===== src/rtl/cci_csr_regfile.sv =====
// MMIO CSR register file: decodes CCI-P MMIO reads/writes into N_CSRS 64-bit registers.
// Optional read-to-clear behaviour is enabled with the CCI_CSR_RDCLR_EN macro.
module cci_csr_regfile #(
  parameter int          N_CSRS   = 8,
  parameter logic [15:0] CSR_BASE = 16'h0020,
  parameter logic [63:0] RO_MASK  = 64'h0,
  parameter logic [63:0] RST_VAL  = 64'h0
`ifdef CCI_CSR_RDCLR_EN
  ,
  parameter logic [63:0] RDCLR_MASK = 64'h0
`endif
) (
  input  logic                  clk,
  input  logic                  reset,
  input  logic                  mmio_wr_valid,
  input  logic                  mmio_rd_valid,
  input  logic [15:0]           mmio_addr,
  input  logic                  mmio_len64,
  input  logic [8:0]            mmio_tid,
  input  logic [63:0]           mmio_wr_data,
  input  logic [64*N_CSRS-1:0]  csr_ro_in,
  output logic [64*N_CSRS-1:0]  csr_q,
  output logic [N_CSRS-1:0]     csr_wr_pulse,
  output logic                  rsp_valid,
  output logic [8:0]            rsp_tid,
  output logic [63:0]           rsp_data
);

  localparam int IDX_W = (N_CSRS > 1) ? $clog2(N_CSRS) : 1;

  // Requests are single-cycle valid pulses with no ready: every read gets
  // exactly one response two cycles later, every write is applied at the next edge.
  logic [15:0]      w_off;
  logic             w_hit;
  logic [IDX_W-1:0] w_idx;
  logic             w_half;
  logic             w_wr_acc;
  logic [63:0]      w_rd_raw;
  logic [63:0]      w_rsp_fmt;

  assign w_off    = mmio_addr - CSR_BASE;
  assign w_hit    = (mmio_addr >= CSR_BASE) && ({1'b0, w_off[15:1]} < 16'(N_CSRS));
  assign w_idx    = w_off[IDX_W:1];
  assign w_half   = w_off[0];
  assign w_wr_acc = mmio_wr_valid && w_hit && !(mmio_len64 && w_half);

`ifdef CCI_CSR_RDCLR_EN
  logic w_rd_clr;
  assign w_rd_clr = mmio_rd_valid && w_hit && mmio_len64 && !w_half;
`endif

  logic [63:0]       r_csr [N_CSRS];
  logic [N_CSRS-1:0] r_wr_pulse;

  always_ff @(posedge clk or posedge reset) begin
    if (reset) begin
      for (int i = 0; i < N_CSRS; i++) r_csr[i] <= RST_VAL;
      r_wr_pulse <= '0;
    end else begin
      for (int i = 0; i < N_CSRS; i++) begin
        r_wr_pulse[i] <= w_wr_acc && (w_idx == IDX_W'(i));
        if (!RO_MASK[i]) begin
          if (w_wr_acc && (w_idx == IDX_W'(i))) begin
            if (mmio_len64)  r_csr[i]        <= mmio_wr_data;
            else if (w_half) r_csr[i][63:32] <= mmio_wr_data[31:0];
            else             r_csr[i][31:0]  <= mmio_wr_data[31:0];
          end
`ifdef CCI_CSR_RDCLR_EN
          // A write in the same cycle takes priority over the clear.
          else if (w_rd_clr && RDCLR_MASK[i] && (w_idx == IDX_W'(i))) begin
            r_csr[i] <= '0;
          end
`endif
        end
      end
    end
  end

  always_comb begin
    w_rd_raw = '0;
    for (int i = 0; i < N_CSRS; i++) begin
      if (w_idx == IDX_W'(i)) w_rd_raw = RO_MASK[i] ? csr_ro_in[64*i +: 64] : r_csr[i];
    end
  end

  // S1 captures register contents at the request edge, so a same-cycle write is not visible.
  logic        r_s1_valid;
  logic [8:0]  r_s1_tid;
  logic [63:0] r_s1_data;
  logic        r_s1_hit;
  logic        r_s1_half;
  logic        r_s1_len64;

  always_ff @(posedge clk or posedge reset) begin
    if (reset) begin
      r_s1_valid <= 1'b0;
      r_s1_tid   <= '0;
      r_s1_data  <= '0;
      r_s1_hit   <= 1'b0;
      r_s1_half  <= 1'b0;
      r_s1_len64 <= 1'b0;
    end else begin
      r_s1_valid <= mmio_rd_valid;
      if (mmio_rd_valid) begin
        r_s1_tid   <= mmio_tid;
        r_s1_data  <= w_rd_raw;
        r_s1_hit   <= w_hit;
        r_s1_half  <= w_half;
        r_s1_len64 <= mmio_len64;
      end
    end
  end

  always_comb begin
    w_rsp_fmt = '0;
    if (r_s1_hit) begin
      if (r_s1_len64)     w_rsp_fmt = r_s1_half ? 64'h0 : r_s1_data;
      else if (r_s1_half) w_rsp_fmt = {32'h0, r_s1_data[63:32]};
      else                w_rsp_fmt = {32'h0, r_s1_data[31:0]};
    end
  end

  logic        r_rsp_valid;
  logic [8:0]  r_rsp_tid;
  logic [63:0] r_rsp_data;

  always_ff @(posedge clk or posedge reset) begin
    if (reset) begin
      r_rsp_valid <= 1'b0;
      r_rsp_tid   <= '0;
      r_rsp_data  <= '0;
    end else begin
      r_rsp_valid <= r_s1_valid;
      if (r_s1_valid) begin
        r_rsp_tid  <= r_s1_tid;
        r_rsp_data <= w_rsp_fmt;
      end
    end
  end

  assign rsp_valid    = r_rsp_valid;
  assign rsp_tid      = r_rsp_tid;
  assign rsp_data     = r_rsp_data;
  assign csr_wr_pulse = r_wr_pulse;

  for (genvar g = 0; g < N_CSRS; g++) begin : g_csr_q
    assign csr_q[64*g +: 64] = RO_MASK[g] ? 64'h0 : r_csr[g];
  end

endmodule


===== config.mk =====
export PLATFORM = sky130hd
export DESIGN_NAME = cci_csr_regfile
export DESIGN_NICKNAME = d
export VERILOG_FILES = /design/src/rtl/cci_csr_regfile.sv
export SDC_FILE = /design/constraint.sdc
export NUM_CORES = 1
export LEC_CHECK = 0
export CAP_MARGIN = 20
export CELL_PAD_IN_SITES_DETAIL_PLACEMENT = 2
export CELL_PAD_IN_SITES_GLOBAL_PLACEMENT = 2
export CORE_AREA = 4 4 460 462
export CTS_CLUSTER_SIZE = 14
export DETAILED_ROUTE_END_ITERATION = 8
export DIE_AREA = 0 0 464 466
export GPL_TIMING_DRIVEN = 1
export PLACE_DENSITY_LB_ADDON = 0.08
export SLEW_MARGIN = 20
export SYNTH_ARGS = -nofsm -noshare
export SYNTH_HDL_FRONTEND = slang
export SYNTH_SLANG_ARGS = --single-unit
export TNS_END_PERCENT = 100

===== constraint.sdc =====
create_clock -name clk -period 28.5 [get_ports clk]
set_clock_uncertainty 0.05 [all_clocks]
set_input_delay 4.275 -clock clk [delete_from_list [all_inputs] [get_ports clk]]
set_output_delay 4.275 -clock clk [all_outputs]
set_load 0.05 [all_outputs]

Word level (Yosys, flattened, before mapping) --
Cells that the tools add are included.
Storage, ports and cells: bits in registers 671, bits of input ports 606, logic and storage cells 83
Cells by class: $add $sub $neg 1, $lt $le $gt $ge 2, equality and inequality tests 8, multiplexer cells 15, reduce and logical (&&, ||, !) cells 31
Operator list (number):
- 2-to-1 mux 64 bit | 12
- 2-to-1 mux 32 bit | 3
- AND reduction 2 bit | 16
- greater-or-equal comparator 16 x 6 -> 1 bit, second input constant | 1
- subtractor 16 x 6 -> 16 bit, second input constant | 1
- less-than comparator 15 x 4 -> 1 bit, second input constant | 1
- equality test 3 bit, second input constant | 4
- logical AND 1 bit | 12
- equality test 3 x 2 -> 1 bit, second input constant | 2
- equality test 3 x 1 -> 1 bit, second input constant | 1
- zero test 3 bit | 1
- != test 2 bit, second input constant | 1
- nonzero test 2 bit | 1
- zero test 1 bit | 1

Depth between registers and ports, before layout --
depth in word-level cells 10, mapped depth 9, mapped depth without buffers 6

Worst setup path before layout --
Ideal clock, no wire load.
path kind input -> register, start in mmio_addr[5], end reg r_csr, in the netlist csr_q[416], library setup time 0.125 ns, arrival time 6.187 ns, setup slack 22.138 ns, cell stages on the path 8, buffers on the path 2, path through inv_1 ha_1 nor4b_2 nand4_2 buf_6 nor4_4 buf_2 mux2_2
On the way: word-level cells in the longest chain between the ends 7
RTL lines:
- from (decl) | RTL line 17 | input logic [15:0] mmio_addr,
- subtractor 16 x 6 -> 16 bit | RTL line 41 | assign w_off = mmio_addr - CSR_BASE;
- less-than comparator 15 x 4 -> 1 bit | RTL line 42 | assign w_hit = (mmio_addr >= CSR_BASE) && ({1'b0, w_off[15:1]} < 16'(N_CSRS));
- logical AND 1 bit (*) | RTL line 42
- logical AND 1 bit (*) (2 in a row) | RTL line 45 | assign w_wr_acc = mmio_wr_valid && w_hit && !(mmio_len64 && w_half);
- logical AND 1 bit (*) | RTL line 63 | if (w_wr_acc && (w_idx == IDX_W'(i))) begin
- AND reduction 2 bit (no source line) (*)
- to (signal, indexed assignment) | RTL line 64 | if (mmio_len64) r_csr[i] <= mmio_wr_data;
- to (signal, indexed assignment) | RTL line 65 | else if (w_half) r_csr[i][63:32] <= mmio_wr_data[31:0];
- to (signal, indexed assignment) | RTL line 66 | else r_csr[i][31:0] <= mmio_wr_data[31:0];
- to (decl) | RTL line 52 | logic [63:0] r_csr [N_CSRS];
Every way passes the cells marked *; elsewhere a longest branch is shown, timed or not. A chain may end at the register's enable or synchronous reset.

Final worst setup path --
start in mmio_addr[5], end reg r_csr, in the netlist csr_q[125]
Same word-level chain as after synthesis.

==> reports/metrics.csv <==
stage;metric;value;unit
synthesis;Post-synth EDFFs;0;
layout;fraction of layout cells with a size suffix above 1;25.4;%
layout;Post-Route Utilization;20.7;%
synthesis;post-synthesis mux area share;24.0;%
clocking;Skew-Pair Late Insertion Delay;0.73;ns
timing;setup TNS;0;ns
floorplanning;die height;466;µm
clocking;H-tree Lvls;3;
clocking;CTS root buffer;clkbuf_16;
clocking;TritonCTS clock tree;done;
layout;Register Area;16800;µm²
timing;period utilization;29.5;%
setup_path;r2r setup slk;25.95;ns
floorplanning;number of I/O pins;1200;
grt;initial antenna violation count;21;
synthesis;sequential area share after synthesis;55.7;%
drt;drt first pass iters;6;
pwr;Pint;1.70;mW
setup_path;arrival time at the worst endpoint;8.95;ns
synthesis;syn nets;2935;
clocking;clock slew at reported path FFs;0.06;ns
pwr;Pleak;18.4;nW
timing;maximum clock frequency;119;MHz
timing;Tmin final;8.40;ns
run;maxcap violations;0;
pwr;sequential share of power;42.2;%
clocking;Setup Buffers After CTS;0;
synthesis;leading area contributor after synthesis;dfrtp_1;
drt;vias per cell;4.07;
placed_design;pre-CTS WS;19.17;ns
layout;Multi-input gate area;12100;µm²
clocking;CTS buffer count;94;
synthesis;top-count cell post-synth;dfrtp_1;
pwr;VDD IR max;0.0416;mV
clocking;post-cts repair resize count;0;
drt;routed length per placed instance;33.7;µm
setup_path;CP startpoint kind;input port;
pwr;switching power;0.644;mW
drt;antenna-violating nets left;0;
timing;Setup violations, final;0;
placed_design;gpl congestion;0.746;
drt;DR iter-0 viols;1137;
placed_design;HPWL Detailed;134000;µm
synthesis;complex-gate fraction of the synthesized area;11.8;%
grt;first-pass GRT wire length;262000;µm
timing;final hold violations;0;
synthesis;largest family of logic cells by synthesized area;multiplexers;
layout;Final Net Count;3564;
pwr;Sw Share;27.5;%
hold_path;type of the most critical hold path;reg -> reg;
synthesis;Post-Syn Area;30100;µm²
timing;WHS;0.452;ns
synthesis;warnings from Yosys;0;
grt;All-Layer GR Usage;17.7;%
clocking;Clock Sink Count;671;
floorplanning;row cnt;167;
drt;Vias;23700;
floorplanning;Die W;464;µm
timing;Worst-Margin Slew;1.12;ns
floorplanning;initial cell density of the core;14.6;%
hold_path;count of cells along the worst hold path;1;
grt;vias in the first global route;26500;
grt;largest net degree at the start of global routing;150;
synthesis;ys flop type;dfrtp_1;
synthesis;Post-synth ARST share;100;%
pwr;Power Dens Cells;54.6;nW/µm²
layout;# fillers;22800;
setup_path;Crit Path Class;in -> reg;
synthesis;Seq cells post-synth;671;
timing;RSZ-0062 raised after global routing;no;
synthesis;most frequent cells after synthesis;671 x dfrtp_1, 515 x mux2_2, 169 x o21ai_0;
synthesis;Synth Area in Simple Gates;3.98;%
timing;Slew Limit Fails;0;
floorplanning;Core Area;207000;µm²
synthesis;dominant cells by area after synthesis;dfrtp_1 56%, mux2_2 19%, a221oi_1 2.9%;
drt;DRT Wirelength;196000;µm
synthesis;area share of the largest cell type after synthesis;55.7;%
synthesis;Synth Area per Inst;13.0;µm²
setup_path;reg2reg path depth;5;
status;status;complete, no violations;
clocking;Hold-fix buffers, CTS;0;
timing;PnR worst setup slack;20.10;ns
floorplanning;DIE AREA;216000;µm²
clocking;clk buf depth;3;
placed_design;quantity of I/O buffers inserted on ports;687;
setup_path;Worst EP required;29.05;ns
pwr;Tot Pwr;2.34;mW
pwr;combinational power share;7.6;%
synthesis;Cell variety after synth;53;
timing;max_slew headroom;25.5;%
synthesis;xor and xnor area share after synthesis;0.0581;%
synthesis;gate count after technology mapping;2328;
setup_path;CP Capture Type;flop;
synthesis;post-synthesis adder-cell area fraction;0.0415;%
pwr;Clock Power Share;50.1;%
setup_path;Max FO, Critical Path;24;
grt;GRT Residual Overflow;0;
layout;Synth-to-Final Area Change;42.5;%
drt;DRC viols;0;
[layout by cell type, fill, tap and decap left out, types with 4 or more instances in the layout]
cell type        synthesis  final
a2bb2oi_1                8      8
a22oi_1                 33     33
o32ai_1                  5      5
a21oi_1                 67     67
buf_4                    5     40
clkdlybuf4s50_1          0    682
dfrtp_1                671    670
o21ai_0                169    169
a221o_1                 58     58
nand2_1                 48     48
mux2_2                 515    515
clkbuf_1               119     29
inv_1                   74     70
clkbuf_8                 1     18
nor2_1                  82     81
mux2_4                  30     30
clkinv_2                 0     14
mux2i_1                 67     67
o22ai_1                 56     56
o2111ai_1                8      8
diode_2                  0     11
nor2b_1                 52     51
nor3_4                   6      6
mux2_1                  28     28
o221ai_1                 4      4
or4_4                    0      6
a221oi_1               100    100
clkbuf_16                0     99
[path summary, 6_finish.rpt]
kind | from | endpoint
min in group asynchronous | reset | rsp_data[54]
worst max-delay path | mmio_addr[5] | csr_q[125]
worst min-delay path | r_s1_tid[2] | rsp_tid[2]
worst min register to register | r_s1_tid[2] | rsp_tid[2]
max in group asynchronous | reset | csr_q[257]
worst max register to register | r_s1_valid | rsp_data[4]
[layer usage]
metal	track usage, %	vias to the layer above	share of wire, %
li1	-	9891	-
met1	23.5	12900	46
met2	27.9	767	45
met3	5.76	168	7.7
met4	3.99	6	1.8
met5	0	-	0.019
[logic make-up (layout without fill, tap and decap cells)]
family                   Yosys count  after routing
other                              0             11
AO/OA/AOI/OAI                    521            521
adder cells (fa/ha/maj)            1              1
multiplexers                     640            640
AND/OR/NAND/NOR                  222            222
flip-flops                       671            671
buffers and inverters            271            968
XOR/XNOR                           2              2
[sequential cells by signal (all words and copies together) (netlist names)]
name,flops
csr_q,512
csr_wr_pulse,8
r_s1_data,64
r_s1_half,1
r_s1_hit,1
r_s1_len64,1
r_s1_tid,9
r_s1_valid,1
rsp_data,64
rsp_tid,9
rsp_valid,1
[stage by stage]
stage | instances | cell area, µm²
after global placement | 5647 | 39900
final | 5824 | 43000
after global routing | 5814 | 42900
after CTS | 5811 | 42900
after detailed placement | 5647 | 39900
after floorplan | 2328 | 30100
[power groups by stage]
stage / clock, mW / combinational [mW] / sequential [mW]
detailed placement: 0 / 0.183 / 1.01
global route: 1.27 / 0.193 / 0.991
floorplan: 0 / 0.0768 / 0.999
global placement: 0 / 0.180 / 1.01
CTS: 1.23 / 0.184 / 0.992
finish: 1.18 / 0.179 / 0.990
[worst max-delay path: stages]
cell and delay, ns:
clkdlybuf4s50_1 0.68, inv_1 0.11, ha_1 0.46, nor4b_2 0.72
nand4_2 0.83, nor4_4 0.47, buf_4 0.34, buf_4 0.62
mux2_4 0.35
[cell type report]
| type | count | share of cell area [%] |
|---|---|---|
| Sequential cell | 671 | 39.1 |
| Antenna cell | 11 | 0.0641 |
| Clock buffer | 146 | 6.60 |
| Tap cell | 2788 | 8.12 |
| Inverter | 74 | 0.687 |
| Clock inverter | 18 | 0.317 |
| Multi-Input combinational cell | 1386 | 28.2 |
| Timing Repair Buffer | 730 | 16.9 |
No activity file was read; power rests on OpenSTA's default activity.
